File: config.mk
export PLATFORM = sky130hd
export DESIGN_NAME = mem_arbiter_flat
export DESIGN_NICKNAME = d
export VERILOG_FILES = /design/src/rtl/mem_arbiter_if.sv /design/src/rtl/mem_arbiter.sv /design/src/flat_wrapper.sv
export SDC_FILE = /design/constraint.sdc
export NUM_CORES = 1
export LEC_CHECK = 0
export CAP_MARGIN = 10
export CORE_AREA = 2 2 283 285
export DETAILED_ROUTE_END_ITERATION = 8
export DIE_AREA = 0 0 285 287
export PLACE_DENSITY = 0.44
export REMOVE_ABC_BUFFERS = 1
export SLEW_MARGIN = 20
export SYNTH_ARGS = -nofsm -noshare
export SYNTH_HDL_FRONTEND = slang
export SYNTH_SLANG_ARGS = --single-unit
File: constraint.sdc
create_clock -name clk -period 16.63 [get_ports clk]
set_input_delay 4.1575 -clock clk [delete_from_list [all_inputs] [get_ports clk]]
set_output_delay 4.1575 -clock clk [all_outputs]
set_load 0.05 [all_outputs]
File: src/rtl/mem_arbiter_if.sv
// Purpose: cache-side and memory-side signal bundle for mem_arbiter.
// Latency: none; wires only.
// Backpressure: busywait signals stall the caches; m_busywait stalls the arbiter.
// Ports: i_* (i_cache fill), d_* (d_cache fill / write-back), m_* (shared main memory).
// The slave modport is the arbiter's view. The master modport is the environment's view:
// the caches plus the memory.
interface mem_arbiter_if #(
    parameter int ADDR_W = 28,
    parameter int DATA_W = 128
);
    logic              i_read;
    logic [ADDR_W-1:0] i_addr;
    logic [DATA_W-1:0] i_readdata;
    logic              i_busywait;

    logic              d_read;
    logic              d_write;
    logic [ADDR_W-1:0] d_addr;
    logic [DATA_W-1:0] d_writedata;
    logic [DATA_W-1:0] d_readdata;
    logic              d_busywait;

    logic              m_read;
    logic              m_write;
    logic [ADDR_W-1:0] m_addr;
    logic [DATA_W-1:0] m_writedata;
    logic [DATA_W-1:0] m_readdata;
    logic              m_busywait;

    modport slave (
        input  i_read, i_addr, d_read, d_write, d_addr, d_writedata,
               m_readdata, m_busywait,
        output i_readdata, i_busywait, d_readdata, d_busywait,
               m_read, m_write, m_addr, m_writedata
    );

    modport master (
        output i_read, i_addr, d_read, d_write, d_addr, d_writedata,
               m_readdata, m_busywait,
        input  i_readdata, i_busywait, d_readdata, d_busywait,
               m_read, m_write, m_addr, m_writedata
    );
endinterface

File: src/rtl/mem_arbiter.sv
// Purpose: round-robin arbiter sharing one main memory between i_cache and d_cache.
// Latency: grant 1 cycle after request in IDLE; then memory time; then 1 DONE cycle.
// Backpressure: the ungranted side's busywait stays high; m_busywait stretches the grant.
// Ports: clk, rst (async, active-high); bus (mem_arbiter_if.slave) carries all cache/memory signals.
module mem_arbiter #(
    parameter int ADDR_W = 28,
    parameter int DATA_W = 128
) (
    input  logic          clk,
    input  logic          rst,
    mem_arbiter_if.slave  bus
);
    typedef enum logic [1:0] {
        IDLE    = 2'd0,
        GRANT_I = 2'd1,
        GRANT_D = 2'd2,
        DONE    = 2'd3
    } state_t;

    state_t            state, state_nxt;
    logic              last_d, last_d_nxt;     // 1: d_cache got the most recent grant
    logic              grant_d, grant_d_nxt;   // side owning the current / just-finished transaction
    logic              m_read, m_read_nxt;
    logic              m_write, m_write_nxt;
    logic [ADDR_W-1:0] m_addr, m_addr_nxt;
    logic [DATA_W-1:0] m_wdata, m_wdata_nxt;
    logic [DATA_W-1:0] i_rdata, i_rdata_nxt;
    logic [DATA_W-1:0] d_rdata, d_rdata_nxt;

    logic i_req, d_req, pick_d;

    assign i_req  = bus.i_read;
    // A simultaneous read and write from d_cache is handled as a write-back.
    assign d_req  = bus.d_read | bus.d_write;
    // On a tie, the side that did not win last time is served.
    assign pick_d = d_req & (~i_req | ~last_d);

    always_ff @(posedge clk or posedge rst) begin
        if (rst) begin
            state   <= IDLE;
            last_d  <= 1'b0;
            grant_d <= 1'b0;
            m_read  <= 1'b0;
            m_write <= 1'b0;
            m_addr  <= '0;
            m_wdata <= '0;
            i_rdata <= '0;
            d_rdata <= '0;
        end else begin
            state   <= state_nxt;
            last_d  <= last_d_nxt;
            grant_d <= grant_d_nxt;
            m_read  <= m_read_nxt;
            m_write <= m_write_nxt;
            m_addr  <= m_addr_nxt;
            m_wdata <= m_wdata_nxt;
            i_rdata <= i_rdata_nxt;
            d_rdata <= d_rdata_nxt;
        end
    end

    always_comb begin
        state_nxt   = state;
        last_d_nxt  = last_d;
        grant_d_nxt = grant_d;
        m_read_nxt  = m_read;
        m_write_nxt = m_write;
        m_addr_nxt  = m_addr;
        m_wdata_nxt = m_wdata;
        i_rdata_nxt = i_rdata;
        d_rdata_nxt = d_rdata;

        case (state)
            IDLE: begin
                if (i_req | d_req) begin
                    grant_d_nxt = pick_d;
                    last_d_nxt  = pick_d;
                    if (pick_d) begin
                        m_write_nxt = bus.d_write;
                        m_read_nxt  = ~bus.d_write;
                        m_addr_nxt  = bus.d_addr;
                        m_wdata_nxt = bus.d_writedata;
                        state_nxt   = GRANT_D;
                    end else begin
                        m_read_nxt  = 1'b1;
                        m_write_nxt = 1'b0;
                        m_addr_nxt  = bus.i_addr;
                        state_nxt   = GRANT_I;
                    end
                end
            end
            GRANT_I, GRANT_D: begin
                // Any edge seen here is already at least one cycle into the grant.
                // The transaction runs to completion even if the requester drops its request.
                if (!bus.m_busywait) begin
                    if (m_read) begin
                        if (state == GRANT_D) begin
                            d_rdata_nxt = bus.m_readdata;
                        end else begin
                            i_rdata_nxt = bus.m_readdata;
                        end
                    end
                    m_read_nxt  = 1'b0;
                    m_write_nxt = 1'b0;
                    state_nxt   = DONE;
                end
            end
            default: begin
                state_nxt = IDLE;
            end
        endcase
    end

    assign bus.i_busywait  = i_req & ~((state == DONE) & ~grant_d);
    assign bus.d_busywait  = d_req & ~((state == DONE) &  grant_d);
    assign bus.i_readdata  = i_rdata;
    assign bus.d_readdata  = d_rdata;
    assign bus.m_read      = m_read;
    assign bus.m_write     = m_write;
    assign bus.m_addr      = m_addr;
    assign bus.m_writedata = m_wdata;
endmodule

File: src/flat_wrapper.sv
// flat-port wrapper written by rule: the top's interface ports become plain ports
module mem_arbiter_flat 
#(
    parameter int ADDR_W = 28,
    parameter int DATA_W = 128
)
  (clk, rst, bus_i_read, bus_i_addr, bus_d_read, bus_d_write, bus_d_addr, bus_d_writedata, bus_m_readdata, bus_m_busywait, bus_i_readdata, bus_i_busywait, bus_d_readdata, bus_d_busywait, bus_m_read, bus_m_write, bus_m_addr, bus_m_writedata);
  mem_arbiter_if #(.ADDR_W(ADDR_W), .DATA_W(DATA_W)) bus_i ();
  input  logic clk;
  input  logic rst;
  input wire logic [$bits(bus_i.i_read)-1:0] bus_i_read;
  input wire logic [$bits(bus_i.i_addr)-1:0] bus_i_addr;
  input wire logic [$bits(bus_i.d_read)-1:0] bus_d_read;
  input wire logic [$bits(bus_i.d_write)-1:0] bus_d_write;
  input wire logic [$bits(bus_i.d_addr)-1:0] bus_d_addr;
  input wire logic [$bits(bus_i.d_writedata)-1:0] bus_d_writedata;
  input wire logic [$bits(bus_i.m_readdata)-1:0] bus_m_readdata;
  input wire logic [$bits(bus_i.m_busywait)-1:0] bus_m_busywait;
  output wire logic [$bits(bus_i.i_readdata)-1:0] bus_i_readdata;
  output wire logic [$bits(bus_i.i_busywait)-1:0] bus_i_busywait;
  output wire logic [$bits(bus_i.d_readdata)-1:0] bus_d_readdata;
  output wire logic [$bits(bus_i.d_busywait)-1:0] bus_d_busywait;
  output wire logic [$bits(bus_i.m_read)-1:0] bus_m_read;
  output wire logic [$bits(bus_i.m_write)-1:0] bus_m_write;
  output wire logic [$bits(bus_i.m_addr)-1:0] bus_m_addr;
  output wire logic [$bits(bus_i.m_writedata)-1:0] bus_m_writedata;
  assign bus_i.i_read = bus_i_read;
  assign bus_i.i_addr = bus_i_addr;
  assign bus_i.d_read = bus_d_read;
  assign bus_i.d_write = bus_d_write;
  assign bus_i.d_addr = bus_d_addr;
  assign bus_i.d_writedata = bus_d_writedata;
  assign bus_i.m_readdata = bus_m_readdata;
  assign bus_i.m_busywait = bus_m_busywait;
  assign bus_i_readdata = bus_i.i_readdata;
  assign bus_i_busywait = bus_i.i_busywait;
  assign bus_d_readdata = bus_i.d_readdata;
  assign bus_d_busywait = bus_i.d_busywait;
  assign bus_m_read = bus_i.m_read;
  assign bus_m_write = bus_i.m_write;
  assign bus_m_addr = bus_i.m_addr;
  assign bus_m_writedata = bus_i.m_writedata;
  mem_arbiter #(.ADDR_W(ADDR_W), .DATA_W(DATA_W)) u_core (.clk(clk), .rst(rst), .bus(bus_i));
endmodule
==> impl_metrics.tcl <==
set metrics [dict create \
    status "complete, no violations" \
    grt_util_all_layers_pct 13.6 \
    routed_wl_mm 57.4 \
    crit_path_end_kind "output port" \
    period_share_pct 60.8 \
    rrSetupSlack_ps 13630 \
    postCtsSetupBuffers 0 \
    cts-root-to-sink-buffers 3 \
    dieArea_um2 81800 \
    setup_tns_ps 0 \
    required_ps 12470 \
    wl_per_cell_um 20.4 \
    fin_area_um2 26300 \
    hold_path.class "reg2reg" \
    p_int_mw 3.63 \
    hold_depth 2 \
    cts.htree.levels 2 \
    arrival_ps 5960 \
    setup_violations 0 \
    maxCapViolations 0 \
    leakagePower_nw 11.3 \
    place_congestion 0.752 \
    clock_latency_ps 580 \
    synth_area_per_cell_um2 17.0 \
    yosysTopAreaCell "dfrtp_1" \
    clk_root_buffer_cell "clkbuf_16" \
    synth_top_area_share_pct 63.6 \
    clkPwrFrac_pct 15.9 \
    drv_slew 0 \
    postLayoutCoreUtil_pct 33.5 \
    min_period_ps 10110 \
    slew-limit-headroom_pct 26.1 \
    antenna_found_initial 14 \
    grt_max_degree 137 \
    dpl.hpwl_mm 42.6 \
    via_per_inst 3.88 \
    switching_power_mw 3.17 \
    ir_drop_mv 0.111 \
    rsz0062_at_grt "no" \
    ios 734 \
    numCtsBuffers 52 \
    ant_nets 0 \
    min_to "u_core.bus.m_addr[15]$_DFFE_PP0P_" \
    netlist_instances 966 \
    die_w_um 285 \
    hp-start "u_core.bus.m_addr[15]$_DFFE_PP0P_" \
    cts.clk_slew.worst_paths_ps 50 \
    crit_type "in2out" \
    via_count 10900 \
    p_sw_share_pct 46.6 \
    num_rows 103 \
    die_height_um 287 \
    fill_cells 7694 \
    seq_area_frac_synth_pct 63.6 \
    postPlaceCellArea_um2 24700 \
    yosys_warnings 0 \
    grt_pass1_vias 12300 \
    worst_slew_pin_slew_ps 1110 \
    dr.pass1.iters 4 \
    dp_slack_ps 6530 \
    grt-ovfl-total 0 \
    fmax_mhz 98.9 \
    synth.cell_area_um2 16400 \
    drive_gt1_share_pct 27.4 \
    ys_top_cells_by_area "dfrtp_1 64%, mux2_2 20%, mux2_4 9.2%, mux2i_1 1.7%, buf_12 1.3%" \
    skew_ps 16.5 \
    hold_viol 0 \
    drt-initial-drc-count 258 \
    rr_startpoint "u_core.state[1]$_DFFE_PP0P_" \
    clock-sinks 417 \
    comb_power_share_pct 57.8 \
    p_per_area_nw_per_um2 258 \
    final_net_count 2035 \
    layout-area-overhead-vs-synth_pct 60.7 \
    r2r_end "u_core.bus.i_readdata[3]$_DFFE_PP0P_" \
    seqPwrFrac_pct 26.2 \
    ys_ff_latch 417 \
    fin_ws_ps 6520 \
    grt_pass1_wl_mm 83.4 \
    initial_core_util_pct 20.9 \
    cts_hold_buf 0 \
    core_region_area_um2 78600 \
    ff2ff_path_depth 5 \
    cts_tree "done" \
    synth.distinct_cells 26 \
    port_buffers 733 \
    cts_resized 0 \
    path_max_fanout 6 \
    route.detailed.drc 0 \
    start_kind "input port" \
]
-- layer usage --
| metal | share of wire (%) | vias to the layer above | global-route usage [%] |
|---|---|---|---|
| met5 | 0.17 | - | 0 |
| met4 | 3.5 | 16 | 5.05 |
| met3 | 11 | 107 | 6.63 |
| met2 | 50 | 498 | 23.9 |
| met1 | 35 | 5364 | 14.0 |
| li1 | - | 4915 | - |
-- cells by family (layout without fill, tap and decap cells) --
logic type / Yosys count / count (layout) / share of synthesized area (%)
muxes: 414 / 414 / 30.5
DFF: 417 / 417 / 63.6
adders and majority gates: 3 / 3 / 0.229
and+or+nand+nor: 37 / 37 / 0.992
AOI/OAI and AO/OA: 40 / 40 / 1.43
buffers and inverters: 55 / 838 / 3.21
other: 0 / 8 / 0
-- power groups by stage --
stage	clock, mW	sequential (mW)	combinational [mW]
after CTS	1.14	1.79	3.99
after floorplan	0	3.51	0.881
after detailed placement	0	1.79	3.99
after global routing	1.18	1.85	4.08
after global placement	0	1.78	3.98
final	1.09	1.79	3.93
-- registers in the layout (all words and copies together) (netlist names) --
| signal | flops |
|---|---|
| u_core.bus.d_readdata | 128 |
| u_core.bus.i_readdata | 128 |
| u_core.bus.m_addr | 28 |
| u_core.bus.m_read | 1 |
| u_core.bus.m_write | 1 |
| u_core.bus.m_writedata | 128 |
| u_core.last_d | 1 |
| u_core.state | 2 |
-- final cells by class --
type,count,area [µm²],area share (%)
repair buffers,745,7440,28.2
clock inverters,10,85.1,0.323
flip-flops and latches,417,10400,39.6
clock buffers,79,1540,5.86
multi-input cells,494,5490,20.8
well taps,1050,1310,4.99
diodes,8,20.0,0.0760
inverters,4,22.5,0.0855
-- cell usage after synthesis --
library cell and n:
a2bb2oi_2 1, o31ai_1 1, a21boi_0 1, nand2_1 31, mux2i_1 28, nand2_2 1, clkbuf_1 2, mux2_4 100
o21ai_0 28, a21oi_1 4, nor2b_1 1, o2bb2ai_1 3, a221o_1 1, buf_6 13, and4bb_2 1, and3b_1 1
nand4b_1 1, a22o_1 1, buf_12 11, ha_1 3, inv_1 4, dfrtp_1 417, nor2_1 1, buf_2 20
buf_4 5, mux2_2 286
-- worst max-delay path, stage by stage --
cell and delay [ps]:
clkdlybuf4s50_1 670, nor2_1 150, a21oi_1 150, clkdlybuf4s50_1 820
-- placed cells by master (no fill, tap or decap), types with 8 or more instances in the layout --
master,netlist,final
clkbuf_8,0,12
clkbuf_16,0,53
diode_2,0,8
mux2i_1,28,28
mux2_4,100,100
clkbuf_1,2,14
clkdlybuf4s50_1,0,733
o21ai_0,28,28
buf_4,5,11
mux2_2,286,286
nand2_1,31,31
dfrtp_1,417,417
-- through the flow --
step / hold slack [ps] / power (mW) / cells
6_report: 477 / 6.81 / 2807
5_1_grt: 499 / 7.11 / 2801
4_1_cts: 482 / 6.92 / 2799
3_5_place_dp: 469 / 5.78 / 2710
3_3_place_gp: 466 / 5.76 / 2710
2_1_floorplan: 484 / 4.39 / 915
-- how the worst max path moves through the flow --
stage,start,to,cells past startpoint
2_1_floorplan,rst,u_core.bus.d_readdata[0]$_DFFE_PP0P_,1
3_3_place_gp,bus_d_write,bus_d_busywait,4
3_5_place_dp,bus_d_write,bus_d_busywait,4
4_1_cts,bus_d_write,bus_d_busywait,4
5_1_grt,bus_d_write,bus_d_busywait,4
6_report,bus_d_write,bus_d_busywait,4
Note: power is estimated with default switching activity, not from simulation.
